## config.mk

```make
export PLATFORM = sky130hd
export DESIGN_NAME = fb_write_arbiter_flat
export DESIGN_NICKNAME = d
export VERILOG_FILES = /design/src/rtl/fb_write_arbiter_if.sv /design/src/rtl/fb_write_arbiter.sv /design/src/flat_wrapper.sv
export SDC_FILE = /design/constraint.sdc
export NUM_CORES = 1
export LEC_CHECK = 0
export BUFFER_PORTS_ARGS = -buffer_cell sky130_fd_sc_hd__buf_2
export CAP_MARGIN = 30
export CORE_MARGIN = 10
export CORE_UTILIZATION = 40
export DETAILED_ROUTE_END_ITERATION = 8
export GPL_ROUTABILITY_DRIVEN = 0
export MAX_ROUTING_LAYER = met4
export PLACE_DENSITY = 0.69
export RECOVER_POWER = 100
export SLEW_MARGIN = 40
export SYNTH_ARGS = -nofsm -noshare
export SYNTH_HDL_FRONTEND = slang
export SYNTH_SLANG_ARGS = --single-unit
```

## constraint.sdc

```tcl
create_clock -name clk -period 6.9 [get_ports clk]
set_clock_uncertainty 0.2 [all_clocks]
set_input_delay 0.345 -clock clk [delete_from_list [all_inputs] [get_ports clk]]
set_output_delay 0.345 -clock clk [all_outputs]
set_load 0.02 [all_outputs]
```

## src/rtl/fb_write_arbiter_if.sv

```systemverilog
// Stream write channel into the framebuffer arbiter: a valid/ready pixel
// write plus the out-of-range drop indication returned to the producer.
interface fb_write_arbiter_if #(
    parameter int unsigned ADDR_WIDTH = 19,
    parameter int unsigned DATA_WIDTH = 16
);
    logic                  s_valid;
    logic                  s_ready;
    logic [ADDR_WIDTH-1:0] s_addr;
    logic [DATA_WIDTH-1:0] s_data;
    logic                  s_oob;

    // Pixel producer side (e.g. the SDIO stream unpacker)
    modport master (
        output s_valid,
        output s_addr,
        output s_data,
        input  s_ready,
        input  s_oob
    );

    // Arbiter side
    modport slave (
        input  s_valid,
        input  s_addr,
        input  s_data,
        output s_ready,
        output s_oob
    );
endinterface

```

## src/rtl/fb_write_arbiter.sv

```systemverilog
// Framebuffer write-port owner. Shares RAM port A between the pixel stream and
// a rectangle-fill engine with round-robin arbitration, clips fills to the
// visible screen and registers the RAM write strobe, address and data.
module fb_write_arbiter #(
    parameter int unsigned H_RES      = 800,
    parameter int unsigned V_RES      = 480,
    parameter int unsigned ADDR_WIDTH = 19,
    parameter int unsigned DATA_WIDTH = 16
) (
    input  logic                  clk,
    input  logic                  rst_n,
    fb_write_arbiter_if.slave     s,
    input  logic                  fill_start,
    input  logic [9:0]            fill_x,
    input  logic [8:0]            fill_y,
    input  logic [9:0]            fill_w,
    input  logic [8:0]            fill_h,
    input  logic [DATA_WIDTH-1:0] fill_color,
    output logic                  fill_busy,
    output logic                  fill_done,
    output logic                  fb_we,
    output logic [ADDR_WIDTH-1:0] fb_addr,
    output logic [DATA_WIDTH-1:0] fb_din
);

    localparam logic [ADDR_WIDTH-1:0] NPIX   = ADDR_WIDTH'(H_RES * V_RES);
    localparam logic [ADDR_WIDTH-1:0] H_STEP = ADDR_WIDTH'(H_RES);
    localparam logic [10:0]           X_LIM  = 11'(H_RES);
    localparam logic [9:0]            Y_LIM  = 10'(V_RES);

    typedef enum logic [1:0] {
        ST_IDLE,
        ST_SETUP,
        ST_FILL,
        ST_DONE
    } state_t;

    // Control state (asynchronously reset)
    state_t                state_q, state_d;
    logic                  rr_q, rr_d;           // 1: fill wins next contention
    logic                  fb_we_q, fb_we_d;
    logic                  s_oob_q, s_oob_d;
    logic [ADDR_WIDTH-1:0] fb_addr_q, fb_addr_d;
    logic [DATA_WIDTH-1:0] fb_din_q, fb_din_d;

    // Fill command and walk state (only meaningful once a command is latched)
    logic [9:0]            x0_q, x0_d;
    logic [8:0]            y0_q, y0_d;
    logic [9:0]            w_q, w_d;
    logic [8:0]            h_q, h_d;
    logic [DATA_WIDTH-1:0] color_q, color_d;
    logic [10:0]           x_end_q, x_end_d;     // exclusive, clipped to H_RES
    logic [9:0]            y_end_q, y_end_d;     // exclusive, clipped to V_RES
    logic [9:0]            x_cur_q, x_cur_d;
    logic [8:0]            y_cur_q, y_cur_d;
    logic [ADDR_WIDTH-1:0] row_base_q, row_base_d;

    logic        fill_req;
    logic        s_gnt;
    logic        f_gnt;
    logic        s_xfer;
    logic        s_in_range;
    logic [10:0] x_sum;
    logic [9:0]  y_sum;
    logic        degenerate;
    logic        x_last;
    logic        y_last;

    assign x_sum      = {1'b0, x0_q} + {1'b0, w_q};
    assign y_sum      = {1'b0, y0_q} + {1'b0, h_q};
    assign degenerate = (w_q == 10'd0) || (h_q == 9'd0) ||
                        ({1'b0, x0_q} >= X_LIM) || ({1'b0, y0_q} >= Y_LIM);
    assign x_last     = ({1'b0, x_cur_q} == (x_end_q - 11'd1));
    assign y_last     = ({1'b0, y_cur_q} == (y_end_q - 10'd1));

    assign fill_req   = (state_q == ST_FILL);
    assign s_xfer     = s.s_valid & s_gnt;
    assign s_in_range = (s.s_addr < NPIX);

    assign s.s_ready  = s_gnt;
    assign s.s_oob    = s_oob_q;
    assign fill_busy  = (state_q != ST_IDLE);
    assign fill_done  = (state_q == ST_DONE);
    assign fb_we      = fb_we_q;
    assign fb_addr    = fb_addr_q;
    assign fb_din     = fb_din_q;

    // Round-robin grant; the pointer only moves when both sides request
    always_comb begin
        s_gnt = 1'b0;
        f_gnt = 1'b0;
        rr_d  = rr_q;
        if (s.s_valid && fill_req) begin
            s_gnt = ~rr_q;
            f_gnt = rr_q;
            rr_d  = ~rr_q;
        end else begin
            s_gnt = ~fill_req;
            f_gnt = fill_req;
        end
    end

    // Fill engine next state: latch, clip, then walk the rectangle row by row
    always_comb begin
        state_d    = state_q;
        x0_d       = x0_q;
        y0_d       = y0_q;
        w_d        = w_q;
        h_d        = h_q;
        color_d    = color_q;
        x_end_d    = x_end_q;
        y_end_d    = y_end_q;
        x_cur_d    = x_cur_q;
        y_cur_d    = y_cur_q;
        row_base_d = row_base_q;
        case (state_q)
            ST_IDLE: begin
                if (fill_start) begin
                    x0_d    = fill_x;
                    y0_d    = fill_y;
                    w_d     = fill_w;
                    h_d     = fill_h;
                    color_d = fill_color;
                    state_d = ST_SETUP;
                end
            end
            ST_SETUP: begin
                x_end_d    = (x_sum > X_LIM) ? X_LIM : x_sum;
                y_end_d    = (y_sum > Y_LIM) ? Y_LIM : y_sum;
                x_cur_d    = x0_q;
                y_cur_d    = y0_q;
                row_base_d = ADDR_WIDTH'(y0_q) * H_STEP;
                state_d    = degenerate ? ST_DONE : ST_FILL;
            end
            ST_FILL: begin
                if (f_gnt) begin
                    if (x_last) begin
                        if (y_last) begin
                            state_d = ST_DONE;
                        end else begin
                            x_cur_d    = x0_q;
                            y_cur_d    = y_cur_q + 9'd1;
                            row_base_d = row_base_q + H_STEP;
                        end
                    end else begin
                        x_cur_d = x_cur_q + 10'd1;
                    end
                end
            end
            ST_DONE: begin
                state_d = ST_IDLE;
            end
            default: begin
                state_d = ST_IDLE;
            end
        endcase
    end

    // RAM port next values: granted beat is written, out-of-range stream beat is dropped
    always_comb begin
        fb_we_d   = 1'b0;
        s_oob_d   = 1'b0;
        fb_addr_d = fb_addr_q;
        fb_din_d  = fb_din_q;
        if (f_gnt) begin
            fb_we_d   = 1'b1;
            fb_addr_d = row_base_q + ADDR_WIDTH'(x_cur_q);
            fb_din_d  = color_q;
        end else if (s_xfer) begin
            if (s_in_range) begin
                fb_we_d   = 1'b1;
                fb_addr_d = s.s_addr;
                fb_din_d  = s.s_data;
            end else begin
                s_oob_d = 1'b1;
            end
        end
    end

    // Control and RAM port registers; reset aborts any fill in progress
    always_ff @(posedge clk or negedge rst_n) begin
        if (!rst_n) begin
            state_q   <= ST_IDLE;
            rr_q      <= 1'b0;
            fb_we_q   <= 1'b0;
            s_oob_q   <= 1'b0;
            fb_addr_q <= '0;
            fb_din_q  <= '0;
        end else begin
            state_q   <= state_d;
            rr_q      <= rr_d;
            fb_we_q   <= fb_we_d;
            s_oob_q   <= s_oob_d;
            fb_addr_q <= fb_addr_d;
            fb_din_q  <= fb_din_d;
        end
    end

    // Fill command and walk registers, qualified by the FSM so no reset is needed
    always_ff @(posedge clk) begin
        x0_q       <= x0_d;
        y0_q       <= y0_d;
        w_q        <= w_d;
        h_q        <= h_d;
        color_q    <= color_d;
        x_end_q    <= x_end_d;
        y_end_q    <= y_end_d;
        x_cur_q    <= x_cur_d;
        y_cur_q    <= y_cur_d;
        row_base_q <= row_base_d;
    end

endmodule
```

## src/flat_wrapper.sv

```systemverilog
// flat-port wrapper written by rule: the top's interface ports become plain ports
module fb_write_arbiter_flat 
#(
    parameter int unsigned H_RES      = 800,
    parameter int unsigned V_RES      = 480,
    parameter int unsigned ADDR_WIDTH = 19,
    parameter int unsigned DATA_WIDTH = 16
)
  (clk, rst_n, fill_start, fill_x, fill_y, fill_w, fill_h, fill_color, fill_busy, fill_done, fb_we, fb_addr, fb_din, s_s_valid, s_s_addr, s_s_data, s_s_ready, s_s_oob);
  fb_write_arbiter_if #(.ADDR_WIDTH(ADDR_WIDTH), .DATA_WIDTH(DATA_WIDTH)) s_i ();
  input  logic clk;
  input  logic rst_n;
  input  logic fill_start;
  input  logic [9:0] fill_x;
  input  logic [8:0] fill_y;
  input  logic [9:0] fill_w;
  input  logic [8:0] fill_h;
  input  logic [DATA_WIDTH-1:0] fill_color;
  output logic fill_busy;
  output logic fill_done;
  output logic fb_we;
  output logic [ADDR_WIDTH-1:0] fb_addr;
  output logic [DATA_WIDTH-1:0] fb_din;
  input wire logic [$bits(s_i.s_valid)-1:0] s_s_valid;
  input wire logic [$bits(s_i.s_addr)-1:0] s_s_addr;
  input wire logic [$bits(s_i.s_data)-1:0] s_s_data;
  output wire logic [$bits(s_i.s_ready)-1:0] s_s_ready;
  output wire logic [$bits(s_i.s_oob)-1:0] s_s_oob;
  assign s_i.s_valid = s_s_valid;
  assign s_i.s_addr = s_s_addr;
  assign s_i.s_data = s_s_data;
  assign s_s_ready = s_i.s_ready;
  assign s_s_oob = s_i.s_oob;
  fb_write_arbiter #(.H_RES(H_RES), .V_RES(V_RES), .ADDR_WIDTH(ADDR_WIDTH), .DATA_WIDTH(DATA_WIDTH)) u_core (.clk(clk), .rst_n(rst_n), .s(s_i), .fill_start(fill_start), .fill_x(fill_x), .fill_y(fill_y), .fill_w(fill_w), .fill_h(fill_h), .fill_color(fill_color), .fill_busy(fill_busy), .fill_done(fill_done), .fb_we(fb_we), .fb_addr(fb_addr), .fb_din(fb_din));
endmodule
```

==> out/results.tsv <==
stage	metric	value	unit
status	status	complete, but fails checks	
status	violations	capacitance limit, slew limit	
floorplanning	die-area	29100	µm²
worst_setup_path	crit_chain	inv_1 > ha_1 > clkbuf_1 > o21ai_0 > clkbuf_1	
drt	drc_errors	0	
sta	hold_slack	19.0	ps
place	port_buffers	132	
floorplanning	initial_core_util	0.403	
sta	slew_viol_final	233	
clock_tree	post-cts-setup-buffer-count	0	
final_layout	layout_commonest_cell	edfxtp_1	
clock_tree	cts.sinks	148	
sta	hold_viol_final	0	
final_layout	final_area	11300	µm²
drt	routed_wirelength	22900	µm
floorplanning	design.portCount	133	
floorplanning	die_w	171	µm
sta	post-route-period-util	0.690	
floorplanning	core.rowCount	55	
hold_path	hold_path.class	input port to flip-flop	
drt	vias_per_cell	5.27	
worst_setup_path	cp_max_fo	58	
sta	finalSetupViolations	0	
worst_setup_path	path_buf_inv	3	
final_layout	nets	1237	
yosys	ys_seq_area_frac	0.468	
worst_setup_path	startpoint_type	flip-flop	
clock_tree	insertion_delay	430	ps
clock_tree	cts_tree	yes	
drt	first_iter_violations	418	
clock_tree	htree_levels	4	
power_and_ir_drop	power_density	430	nW/µm²
worst_setup_path	endpoint_kind	flip-flop	
global_routing	grt_use_total	0.161	
place	placed_cells	1255	
clock_tree	holdBufCountCts	79	
floorplanning	fp.dieH	171	µm
yosys	postSynth.asyncResetShare	0.270	
place	dpl_worst_slack	3380	ps
global_routing	antenna_found_initial	0	
worst_setup_path	crit_type	flip-flop to flip-flop	
power_and_ir_drop	power	4.85	mW
yosys	synthCells	856	
yosys	ys_ff_latch	148	
sta	tightest_slew	2430	ps
worst_setup_path	slowest_stage	clkbuf_1	
final_layout	final_cells	1371	
worst_setup_path	crit_required	6770	ps
drt	num_vias	7230	
sta	fin_tns_setup	0	ps
final_layout	drive_above_1_share	0.132	
yosys	yosys_warnings	0	
yosys	synth-edff-count	108	
clock_tree	cts-buffers-inserted	17	
yosys	synth_cell_types	80	
yosys	avgSynthCellArea	10.6	µm²
global_routing	grt_max_degree	59	
drt	first_pass_iters	5	
clock_tree	clockBufferDepth	2	
yosys	ys.flop_type	edfxtp_1	
sta	rsz0062_at_grt	no	
drt	ant_nets	0	
global_routing	grt_pass1_wl	36500	µm
drt	avgRoutedWirePerCell	16.7	µm
clock_tree	cts_resized	0	
final_layout	fillers	2008	
place	placed_area	10100	µm²
final_layout	layout-area-overhead-vs-synth	24.5	%
final_layout	mostFrequentLayoutCells	edfxtp_1 (108), buf_2 (87), nand2_1 (81)	
sta	slew_headroom	-0.621	
sta	max_freq	210	MHz
worst_setup_path	crit_family	buffers and inverters	
sta	fin_crit	4760	ps
place	dp.final_hpwl	16400	µm
sta	setup_slack	2140	ps
final_layout	finalCoreUtilization	0.502	
worst_setup_path	cp.arrival	4630	ps
worst_setup_path	cpPeakStageDelay	1730	ps
yosys	syn_area	9080	µm²
clock_tree	clk_pin_slew_worst_paths	60	ps
power_and_ir_drop	ir_worst_vdd	0.000208	V
power_and_ir_drop	power_leakage	4.59	nW
run	max_cap_violations	7	
global_routing	grt_pass1_vias	7249	
clock_tree	cts_root_buf	clkbuf_16	
floorplanning	core_area	22500	µm²
global_routing	grt_overflow	0	
worst_setup_path	cpMostUsedCell	clkbuf_1	
[routing by layer]
layer / track usage / share of wire / vias to the layer above
met5: - / 0 / -
met4: 0.0614 / 0.019 / 0
met3: 0.0309 / 0.044 / 30
met2: 0.266 / 0.50 / 171
met1: 0.191 / 0.43 / 3475
li1: - / - / 3554
[final cells by class]
type	count	area, µm²	area share
Multi-Input combinational cell	630	4480	0.396
Sequential cell	148	4240	0.376
Timing Repair Buffer	217	1420	0.126
Clock buffer	22	517	0.0457
Tap cell	285	357	0.0316
Inverter	54	203	0.0179
Clock inverter	10	66.3	0.00587
Antenna cell	5	12.5	0.00111
[state kept, by name (all words and copies together), names as in the netlist]
register / count
u_core.s.s_oob: 1
u_core.fb_addr: 19
u_core.y_end_q: 10
u_core.rr_q: 1
u_core.row_base_q: 14
u_core.fb_we: 1
u_core.fb_din: 16
u_core.y_cur_q: 9
u_core.state_q: 2
u_core.x_cur_q: 10
u_core.h_q: 9
u_core.w_q: 10
u_core.y0_q: 9
u_core.color_q: 16
u_core.x_end_q: 11
u_core.x0_q: 10
[kinds of logic (layout without fill, tap and decap cells)]
kind of cell / Yosys count / count (layout) / synth area share
simple gates: 284 / 284 / 0.157
flops: 148 / 148 / 0.468
mux: 17 / 17 / 0.0237
buf+inv: 79 / 303 / 0.0332
other cells: 1 / 7 / 0.000413
compound gates: 179 / 179 / 0.138
xor+xnor: 72 / 72 / 0.0695
fa+ha+maj: 76 / 76 / 0.111
[power breakdown]
part,switching [mW],internal [mW]
combinational,1.30,0.882
clock,0.378,0.532
sequential,0.343,1.42
total,2.02,2.83
[synth_stat cells (9+ instances only)]
| library cell | count | area (µm²) |
|---|---|---|
| xnor2_1 | 43 | 377 |
| nand2b_1 | 12 | 75.1 |
| inv_1 | 54 | 203 |
| xor2_1 | 29 | 254 |
| nor3_1 | 17 | 85.1 |
| nor3b_1 | 9 | 67.6 |
| nor2_1 | 76 | 285 |
| dfrtp_1 | 40 | 1000 |
| clkbuf_1 | 17 | 63.8 |
| a21o_1 | 12 | 90.1 |
| a31oi_1 | 32 | 200 |
| nand3_1 | 24 | 120 |
| o21ai_0 | 24 | 120 |
| nand2_1 | 80 | 300 |
| a21oi_1 | 40 | 200 |
| and3_1 | 10 | 62.6 |
| edfxtp_1 | 108 | 3240 |
| ha_1 | 69 | 863 |
[worst paths after layout]
check	cells past startpoint	from	slack [ps]	to
max reg2reg	5	u_core.state_q[0]	2140	u_core.row_base_q[18]
max	5	u_core.state_q[0]	2140	u_core.row_base_q[18]
max in group asynchronous	2	rst_n	4230	u_core.fb_addr[1]
min reg2reg	2	u_core.fb_addr[6]	280	u_core.fb_addr[6]
min	2	s_s_valid	20	u_core.s.s_oob
min in group asynchronous	2	rst_n	950	u_core.fb_din[14]
No activity file was read; power rests on OpenSTA's default activity.
